**config.mk**
```make
export PLATFORM = sky130hd
export DESIGN_NAME = led_scroll_controller
export DESIGN_NICKNAME = d
export VERILOG_FILES = /design/src/rtl/led_pkg.sv /design/src/rtl/led_scroll_controller_prescaler.sv /design/src/rtl/led_scroll_controller.sv
export SDC_FILE = /design/constraint.sdc
export NUM_CORES = 1
export LEC_CHECK = 0
export CORE_ASPECT_RATIO = 0.75
export CORE_MARGIN = 4
export CORE_UTILIZATION = 55
export DETAILED_ROUTE_END_ITERATION = 16
export PLACE_DENSITY = 0.83
export SYNTH_ARGS = -nofsm -noshare
export SYNTH_HDL_FRONTEND = slang
export SYNTH_SLANG_ARGS = --single-unit
export TNS_END_PERCENT = 50
```
**constraint.sdc**
```tcl
create_clock -name clk -period 3.9 [get_ports clk]
set_input_delay 0.78 -clock clk [delete_from_list [all_inputs] [get_ports clk]]
set_output_delay 0.78 -clock clk [all_outputs]
set_load 0.1 [all_outputs]
```
**src/rtl/led_pkg.sv**
```systemverilog
// Shared definitions for the LED display path: character type, blank glyph
// and the scroll controller state encoding.
package led_pkg;

  typedef logic [3:0] char_t;

  localparam char_t CHAR_BLANK = 4'hF;

  typedef enum logic {
    IDLE = 1'b0,
    RUN  = 1'b1
  } state_t;

  // One scroll position in the requested direction; 4-bit wrap is intended.
  function automatic logic [3:0] next_ptr(input logic [3:0] cur, input logic backward);
    return backward ? cur - 4'd1 : cur + 4'd1;
  endfunction

endpackage

```
**src/rtl/led_scroll_controller_prescaler.sv**
```systemverilog
// Free-running terminal counter for the scroll cadence; tick is high on the
// cycle whose edge wraps the counter back to zero.
module scroll_prescaler #(
  parameter int unsigned PERIOD = 50_000_000
) (
  input  logic clk,
  input  logic reset,
  input  logic clear,
  input  logic en,
  output logic tick
);

  localparam int unsigned W = (PERIOD > 2) ? $clog2(PERIOD) : 1;
  localparam logic [W-1:0] TERMINAL = W'(PERIOD - 1);

  logic [W-1:0] count;

  assign tick = en && !clear && (count == TERMINAL);

  always_ff @(posedge clk) begin
    if (reset || clear) begin
      count <= '0;
    end else if (en) begin
      if (count == TERMINAL) count <= '0;
      else                   count <= count + 1'b1;
    end
  end

endmodule

```
**src/rtl/led_scroll_controller.sv**
```systemverilog
// Message store plus scrolling four-character window feeding the LED driver.
// Automatic scrolling runs in RUN; single steps are accepted only in IDLE.
module led_scroll_controller
  import led_pkg::*;
#(
  parameter int unsigned SHIFT_PERIOD = 50_000_000
) (
  input  logic        clk,
  input  logic        reset,
  input  logic        start,
  input  logic        stop,
  input  logic        step,
  input  logic        dir,
  input  logic        wr_en,
  input  logic [3:0]  wr_addr,
  input  logic [3:0]  wr_data,
  output logic [15:0] ch,
  output logic [3:0]  ptr,
  output logic        running,
  output logic        wrap
);

  state_t state, state_nx;
  char_t  msg [16];
  logic   tick;
  logic   advance;
  logic   wrapped;

  scroll_prescaler #(
    .PERIOD(SHIFT_PERIOD)
  ) u_prescaler (
    .clk   (clk),
    .reset (reset),
    .clear (state == IDLE),
    .en    (state == RUN),
    .tick  (tick)
  );

  always_comb begin
    state_nx = state;
    advance  = 1'b0;
    case (state)
      IDLE: begin
        if (stop)       state_nx = IDLE;
        else if (start) state_nx = RUN;
        else if (step)  advance  = 1'b1;
      end
      RUN: begin
        // A terminal count still advances even when stop lands on it.
        advance = tick;
        if (stop) state_nx = IDLE;
      end
      default: state_nx = IDLE;
    endcase
  end

  always_ff @(posedge clk) begin
    if (reset) state <= IDLE;
    else       state <= state_nx;
  end

  always_ff @(posedge clk) begin
    if (reset) begin
      ptr     <= 4'd0;
      wrapped <= 1'b0;
      wrap    <= 1'b0;
    end else begin
      wrapped <= advance && (dir ? (ptr == 4'd0) : (ptr == 4'd15));
      wrap    <= wrapped;
      if (advance) ptr <= next_ptr(ptr, dir);
    end
  end

  always_ff @(posedge clk) begin
    if (reset) begin
      for (int i = 0; i < 16; i++) msg[i] <= CHAR_BLANK;
    end else if (wr_en) begin
      msg[wr_addr] <= wr_data;
    end
  end

  // Window is built from the already-registered ptr/message, hence one cycle of lag.
  always_ff @(posedge clk) begin
    if (reset) ch <= {4{CHAR_BLANK}};
    else       ch <= {msg[ptr], msg[ptr + 4'd1], msg[ptr + 4'd2], msg[ptr + 4'd3]};
  end

  assign running = (state == RUN);

endmodule

```
==> results of run 1 <==
-- Yosys cell counts, types with 11 or more instances --
library cell / n / area share, %
sky130_fd_sc_hd__or3_1: 11 / 1.0
sky130_fd_sc_hd__or2_2: 45 / 4.2
sky130_fd_sc_hd__mux4_2: 68 / 23
sky130_fd_sc_hd__dfxtp_1: 49 / 15
sky130_fd_sc_hd__edfxtp_1: 64 / 29
sky130_fd_sc_hd__clkbuf_1: 14 / 0.79
sky130_fd_sc_hd__a21oi_1: 15 / 1.1
sky130_fd_sc_hd__xor2_1: 12 / 1.6
sky130_fd_sc_hd__nor2_1: 24 / 1.4
sky130_fd_sc_hd__nand2b_1: 31 / 2.9
sky130_fd_sc_hd__nand2_1: 33 / 1.9
sky130_fd_sc_hd__mux2i_1: 21 / 3.2
sky130_fd_sc_hd__buf_2: 12 / 0.90
-- per-stage QoR --
stage / setup WS, ns / hold slack [ns] / utilization, % / cells / power [W]
finish: 0.854 / 0.465 / 65.8 / 735 / 0.00354
CTS: 0.820 / 0.465 / 65.8 / 735 / 0.00355
detailed placement: 0.893 / 0.447 / 60.8 / 703 / 0.00203
floorplan: 0.162 / 0.414 / - / 529 / 0.00186
global placement: 0.965 / 0.429 / 60.8 / 703 / 0.00202
global route: 0.776 / 0.467 / 65.8 / 735 / 0.00365
-- metal layers --
layer  GRT usage (%)  vias up  part of all wire, %
met4            9.76        0                  2.3
met3            7.50       41                   14
met5               0        -                    0
li1                -     2113                    -
met1            35.9     2359                   41
met2            35.3      385                   43
-- sequential cells by signal, indices dropped and copies added (netlist names) --
name / flops
wrap: 1
wrapped: 1
ptr: 4
running: 1
u_prescaler.count: 26
msg: 64
ch: 16
-- path summary, 6_finish.rpt --
path | start | to | slack [ns] | cells past startpoint
max | ptr[0]$_SDFFE_PP0P_ | ptr[0] | 0.85 | 1
min | wrapped$_SDFF_PP0_ | wrap$_SDFF_PP0_ | 0.47 | 1
max reg2reg | ptr[0]$_SDFFE_PP0P_ | ch[11]$_SDFF_PP1_ | 1.03 | 6
min reg2reg | wrapped$_SDFF_PP0_ | wrap$_SDFF_PP0_ | 0.47 | 1
-- where the power goes --
group	switching, W	internal (W)
combinational	0.000375	0.000247
clock	0.000616	0.000906
sequential	0.0000744	0.00133
-- cells by family (layout without fill, tap and decap cells) --
family	after synthesis	after routing
adders and majority gates	9	9
DFF	113	113
buffers and inverters	36	80
and+or+nand+nor	213	213
xor gates and xnor gates	16	16
AOI/OAI and AO/OA	49	49
muxes	93	93
-- final cells by class --
type | count | area (um2)
fill | 829 | 4010
multi-input combinational | 380 | 3600
sequential | 113 | 2910
clock buffer | 17 | 425
timing repair buffer | 42 | 415
tap | 162 | 203
clock inverter | 15 | 160
inverter | 6 | 22.5
-- worst register-to-register path: stages (launching register included) --
cell                      delay, ns
sky130_fd_sc_hd__dfxtp_4       0.63
sky130_fd_sc_hd__inv_1         0.17
sky130_fd_sc_hd__ha_1          0.72
sky130_fd_sc_hd__buf_12        0.28
sky130_fd_sc_hd__mux4_2        0.53
sky130_fd_sc_hd__mux2i_1       0.30
sky130_fd_sc_hd__a22oi_1       0.12
==> results.env, run 1 <==
RUN_STATUS='completed'
SYNTH-ADDER-AREA-SHARE_PCT=1.69
SYNTH_XOR_AREA_SHARE_PCT=2.10
TRITONCTS_NUM_SINKS=113
PLACE.PORT_BUFFERS=36
YOSYSWARNINGS=0
CLOCK_TREE.ROOT_CELL='sky130_fd_sc_hd__clkbuf_16'
CRITICAL_PATH_SLOWEST_STAGE_CELL='sky130_fd_sc_hd__clkdlybuf4s50_1'
CP.BUFFERS_INVERTERS=1
CRITICALPATHCATEGORY='reg2out'
COMBINATIONAL_FAMILY_WITH_THE_MOST_AREA_AFTER_SYNTHESIS='multiplexers'
CTS_SETUP_BUFFERS=0
TIMING.FINAL.MAX_SLEW_VIOLATIONS=0
GRT_PASS1_VIAS=4613
ANTENNA_CELLS_INSERTED=0
POSTCTSRESIZEDCELLS=0
WORST_EP_REQUIRED_NS=3.12
DP_HPWL_UM=11400
H-TREE-DEPTH=4
CTS_MADE_BUFFERS=17
YS.FLOP_TYPE='sky130_fd_sc_hd__edfxtp_1'
GRT_MAX_DEGREE=45
IOPINCOUNT=37
CRITPATHMAXSTAGEDELAY_NS=1.22
CRITICAL_PATH_ARRIVAL_NS=2.27
GR-USAGE-ALL-LAYERS_PCT=24.7
TRITONCTS_CLOCK_TREE='yes'
LAYOUT.CELLS.MOST_COMMON_LIST='68 x sky130_fd_sc_hd__mux4_2, 64 x sky130_fd_sc_hd__edfxtp_1, 48 x sky130_fd_sc_hd__dfxtp_1'
SYNTH_COMPOUND_AREA_SHARE_PCT=4.75
INITIAL_UTILIZATION_PCT=56.8
FLOORPLAN.CORE_AREA_UM2=11700
POSTSYNTH.ASYNCRESETSHARE_PCT=0
YOSYS.CELL_TYPES.COUNT=47
FINAL_HOLD_VIOL_COUNT=0
TIMING.CLOCK.SKEW_NS=0.0128
SETUP.WORST_PATH.END_CLASS='output pin'
MAX_CLOCK_FREQ_GHz=0.328
DETAILROUTE.VIA_COUNT=4898
PLACEMENTROWS=34
SYNTH_MUX_AREA_SHARE_PCT=26.8
CELLPOWERDENSITY_nW_PER_UM2=459
FLOORPLAN.DIE.HEIGHT_UM=103
DRTITER0DRC=593
SETUP-TNS-FINAL_NS=0
AREA.GROWTH.SYNTH_TO_FINAL_PCT=15.9
DRT_PASS1_ITERATIONS=6
FIN_NETS=584
DIE_W_UM=135
MAX-CAP-VIOLATIONS=0
MAX-SLEW-MARGIN-REL_PCT=19.2
YS_SEQ_AREA_SHARE_PCT=43.5
LAYOUT_WORST_PATH_CYCLE_SHARE_PCT=78.1
NUMBER_OF_ENABLE_TYPE_REGISTER_CELLS_IN_THE_SYNTHESIZED_NETLIST=64
SYNTH.FF_LATCH_COUNT=113
CTS_HOLD_FIX_BUFS=0
CRITICAL_PATH.CELL_CHAIN='clkdlybuf4s50_1'
ROUTED_VIA_DENSITY=6.66
FIN_AREA_UM2=7730
WORST_SETUP_HOLD_PATH_CLK_SLEW_NS=0.06
DESIGN.DIE.AREA_UM2=14000
LEADING_CELL_TYPE_IN_THE_LAYOUT_FILL_AND_TAPS_EXCLUDED='sky130_fd_sc_hd__mux4_2'
CRITPATHTOPFAMILY='buffers and inverters'
DRT-WIRELENGTH-PER-CELL_UM=22.1
FINAL.MIN_CLOCK_PERIOD_NS=3.05
RSZ0062_AT_GRT='no'
CELLLEAKAGEPOWER_nW=2.53
POST_SYNTH_INST_COUNT=529
HP-CLASS='reg2reg'
CTS_MAX_PATH_BUFS=2
BASIC_GATE_SHARE_OF_THE_SYNTHESIZED_AREA_COUNTING_AND_OR_NAND_AND_NOR_CELLS_PCT=18.6
GPL.FINAL_WEIGHTED_CONGESTION=0.886
GRT_FIRST_PASS_WIRELENGTH_UM=25700
POSTPLACECELLAREA_UM2=7140
GR-TOTAL-OVERFLOW=0
ROUTE.FINAL.WIRE_LENGTH_UM=16300
POST_SYNTH_INSTANCE_AREA_UM2=6670
DRT_DRC_VIOLATIONS_LEFT=0
SETUP_VIOL=0
POSTROUTEANTENNANETS=0
WORST-PATH-MAX-FANOUT=28
POWER.IR.VDD_WORST_mV=0.317
TIMING.CRITICAL_PATH.FROM_TYPE='flip-flop'
TIMING_WORST_SLEW_PIN_VALUE_NS=1.21
SYNTH_NETS=553
ANTENNA_FOUND_INITIAL=0
LAYOUT-DRIVE-GT1-SHARE_PCT=28.1
SYN_AVG_CELL_AREA_UM2=12.6
CLK-INSERTION-DELAY-LATE_NS=0.42
Power figures use the tool's default switching activity.
==> run 2, diff against run 1 <==
--- a/config.mk
+++ b/config.mk
@@ -9,7 +9,7 @@
 export CORE_MARGIN = 4
 export CORE_UTILIZATION = 55
 export DETAILED_ROUTE_END_ITERATION = 16
-export PLACE_DENSITY = 0.83
+export PLACE_DENSITY = 0.86
 export SYNTH_ARGS = -nofsm -noshare
 export SYNTH_HDL_FRONTEND = slang
 export SYNTH_SLANG_ARGS = --single-unit
==> constraint.sdc (replaced) <==
create_clock -name clk -period 2.5 [get_ports clk]
set_input_delay 0.5 -clock clk [delete_from_list [all_inputs] [get_ports clk]]
set_output_delay 0.5 -clock clk [all_outputs]
set_load 0.1 [all_outputs]
==> run 2 against run 1 <==
Global-route usage increased by 0.74 points. Largest power group unchanged. Die area did not move. Worst hold slack lost 0.0060 ns. Sequential share of layout area decreased by 0.55 points. Via count rose by 1.4%.
==> results.env, run 2 (same netlist as run 1, synthesis figures left out) <==
RUN_STATUS='completed'
MAX-CAP-VIOLATIONS=0  # unchanged
GR-USAGE-ALL-LAYERS_PCT=25.5  # +0.74 points
CRITPATHMAXSTAGEDELAY_NS=0.53  # -0.69 ns
GRT_FIRST_PASS_WIRELENGTH_UM=26400  # +2.6%
CRITICAL_PATH_ARRIVAL_NS=2.52  # +0.25 ns
CTS_HOLD_FIX_BUFS=0  # unchanged
SETUP.WORST_PATH.END_CLASS='flip-flop'
REGISTERS.TOP_BY_FF_COUNT='msg'
PLACEMENTROWS=34  # unchanged
LARGEST_REGISTER_FFS=64  # unchanged
ROUTED_VIA_DENSITY=6.64  # -0.39%
CRITICAL_PATH.CELL_CHAIN='inv_4 -> ha_4 -> buf_12 -> mux4_2 -> mux2i_1 -> a22oi_1'
FINAL_CORE_UTIL_PCT=66.9  # +1.1 points
WORST_SETUP_HOLD_PATH_CLK_SLEW_NS=0.06  # about the same
TIMING_WORST_SLEW_PIN_VALUE_NS=0.661  # -0.547 ns
CLOCK_TREE.ROOT_CELL='sky130_fd_sc_hd__clkbuf_16'
POWER_W=0.00561  # +58%
WORST_SLACK_NS=0.231  # -0.623 ns
GRT_PASS1_VIAS=4703  # +2.0%
ANTENNA_CELLS_INSERTED=0  # unchanged
LEADING_CELL_TYPE_IN_THE_LAYOUT_FILL_AND_TAPS_EXCLUDED='sky130_fd_sc_hd__mux4_2'
DRT_PASS1_ITERATIONS=5  # -1
ANTENNA_FOUND_INITIAL=0  # unchanged
SWITCHING_SHARE_PCT=27.9  # -2.2 points
GRT_MAX_DEGREE=36  # -20%
CTS_SETUP_BUFFERS=0  # unchanged
CRITICAL_PATH_SLOWEST_STAGE_CELL='sky130_fd_sc_hd__mux4_2'
P_CLK_SHARE_PCT=43.3  # +0.3 points
TRITONCTS_CLOCK_TREE='yes'
TIMING.CRITICAL_PATH.FROM_TYPE='flip-flop'
INITIAL_UTILIZATION_PCT=56.8  # unchanged
POSTCTSRESIZEDCELLS=0  # unchanged
AREA.GROWTH.SYNTH_TO_FINAL_PCT=17.8
POSTROUTEANTENNANETS=0  # unchanged
FIN_HOLD_WS_NS=0.459  # -0.00599 ns
DPL_WORST_SLACK_NS=0.145  # -0.748 ns
SETUP_VIOL=0  # unchanged
GR-TOTAL-OVERFLOW=0  # unchanged
USE_MET3_PCT=8.56  # +1.1 points
FIN_AREA_UM2=7860  # +1.7%
REG.LARGEST.LIST='msg (64), u_prescaler.count (26), ch (16)'
LAYOUT_WORST_PATH_CYCLE_SHARE_PCT=90.7
DRT_DRC_VIOLATIONS_LEFT=0  # unchanged
CTS_MADE_BUFFERS=17  # unchanged
CLK-INSERTION-DELAY-LATE_NS=0.42  # about the same
LAYOUT-DRIVE-GT1-SHARE_PCT=33.4  # +5.3 points
DIE_W_UM=135  # unchanged
POWER.IR.VDD_WORST_mV=0.508  # +60%
CELLPOWERDENSITY_nW_PER_UM2=714  # +56%
DP_HPWL_UM=12000  # +5.3%
MAX_CLOCK_FREQ_GHz=0.441
FINAL_HOLD_VIOL_COUNT=0  # unchanged
GRTUSAGEMET1_PCT=35.9  # -0.037 points
GLOBALROUTEMET2UTIL_PCT=38.4  # +3.1 points
FLOORPLAN.CORE_AREA_UM2=11700  # unchanged
DESIGN.DIE.AREA_UM2=14000  # unchanged
FINAL.MIN_CLOCK_PERIOD_NS=2.27
COMBINATIONALPOWERSHARE_PCT=18.0  # +0.5 points
DRTITER0DRC=592  # -0.17%
TRITONCTS_NUM_SINKS=113  # unchanged
DETAILROUTE.VIA_COUNT=4965  # +1.4%
FLOORPLAN.DIE.HEIGHT_UM=103  # unchanged
NET-SWITCHING-POWER_W=0.00156  # +47%
DRT-WIRELENGTH-PER-CELL_UM=22.6  # +2.0%
WORST_EP_REQUIRED_NS=2.75  # -0.37 ns
CRITPATHTOPFAMILY='multiplexers'
FIN_NETS=597  # +2.2%
CTS_MAX_PATH_BUFS=2  # unchanged
INTERNAL_POWER_W=0.00405  # +63%
HP-CLASS='reg2reg'
PORTION_OF_TOTAL_POWER_ATTRIBUTED_TO_SEQUENTIAL_CELLS_PCT=38.7  # -0.8 points
MAX-SLEW-MARGIN-REL_PCT=55.8  # +37 points
PLACE.PORT_BUFFERS=36  # unchanged
WORST-PATH-MAX-FANOUT=15  # -46%
RSZ0062_AT_GRT='no'
TIMING.CLOCK.SKEW_NS=0.00926  # -0.00353 ns
GPL.FINAL_WEIGHTED_CONGESTION=0.962  # +8.6%
GRT_BUSIEST_LAYER='met2'
H-TREE-DEPTH=4  # unchanged
CELLLEAKAGEPOWER_nW=2.64  # +4.6%
POSTPLACECELLAREA_UM2=7250  # +1.4%
LAYOUT.CELLS.MOST_COMMON_LIST='68 x sky130_fd_sc_hd__mux4_2, 64 x sky130_fd_sc_hd__edfxtp_1, 46 x sky130_fd_sc_hd__dfxtp_1'
TIMING.FINAL.MAX_SLEW_VIOLATIONS=0  # unchanged
IOPINCOUNT=37  # unchanged
CRITICALPATHCATEGORY='reg2reg'
ROUTE.FINAL.WIRE_LENGTH_UM=16900  # +3.8%
CP.BUFFERS_INVERTERS=2  # +1
run 2: changes by cell type in the layout (fill, tap and decap cells not counted), sizes merged:
cell / before / now
bufinv: 1 / 0
clkdlybuf4s50: 35 / 14
clkinvlp: 2 / 0
clkinv: 1 / 4
clkbuf: 17 / 27
inv: 17 / 7
buf: 7 / 41
run 2: stage by stage:
| stage | std cells | TNS [ns] |
|---|---|---|
| floorplan | 529 | -0.0912 |
| global placement | 716 | 0 |
| detailed placement | 716 | 0 |
| CTS | 748 | 0 |
| global route | 748 | 0 |
| finish | 748 | 0 |
run 2: worst paths after layout:
path                       end  slack [ns]  cells past startpoint                start
max          ch[11]$_SDFF_PP1_        0.23                      6  ptr[0]$_SDFFE_PP0P_
min            wrap$_SDFF_PP0_        0.46                      1   wrapped$_SDFF_PP0_
max reg2reg  ch[11]$_SDFF_PP1_        0.23                      6  ptr[0]$_SDFFE_PP0P_
min reg2reg    wrap$_SDFF_PP0_        0.46                      1   wrapped$_SDFF_PP0_
run 2: area by class of cell:
cell class / instances / area [um2]
clock buffers: 27 / 578
clock inverters: 5 / 33.8
fillers: 813 / 3880
inverters: 6 / 25.0
multi-input cells: 380 / 3610
flip-flops and latches: 113 / 2910
well taps: 162 / 203
repair buffers: 55 / 498
run 2: power groups by stage:
stage	clock network, W	registers (W)	logic (W)
after CTS	0.00244	0.00217	0.00100
after global placement	0	0.00219	0.000975
after global routing	0.00254	0.00218	0.00105
final	0.00243	0.00217	0.00101
after floorplan	0	0.00245	0.000487
after detailed placement	0	0.00220	0.000994
run 2: per-layer routing:
metal	wire length, um	vias up
met1	6850	2406
met3	2150	32
met4	291	0
met5	0	-
met2	7590	375
li1	-	2152
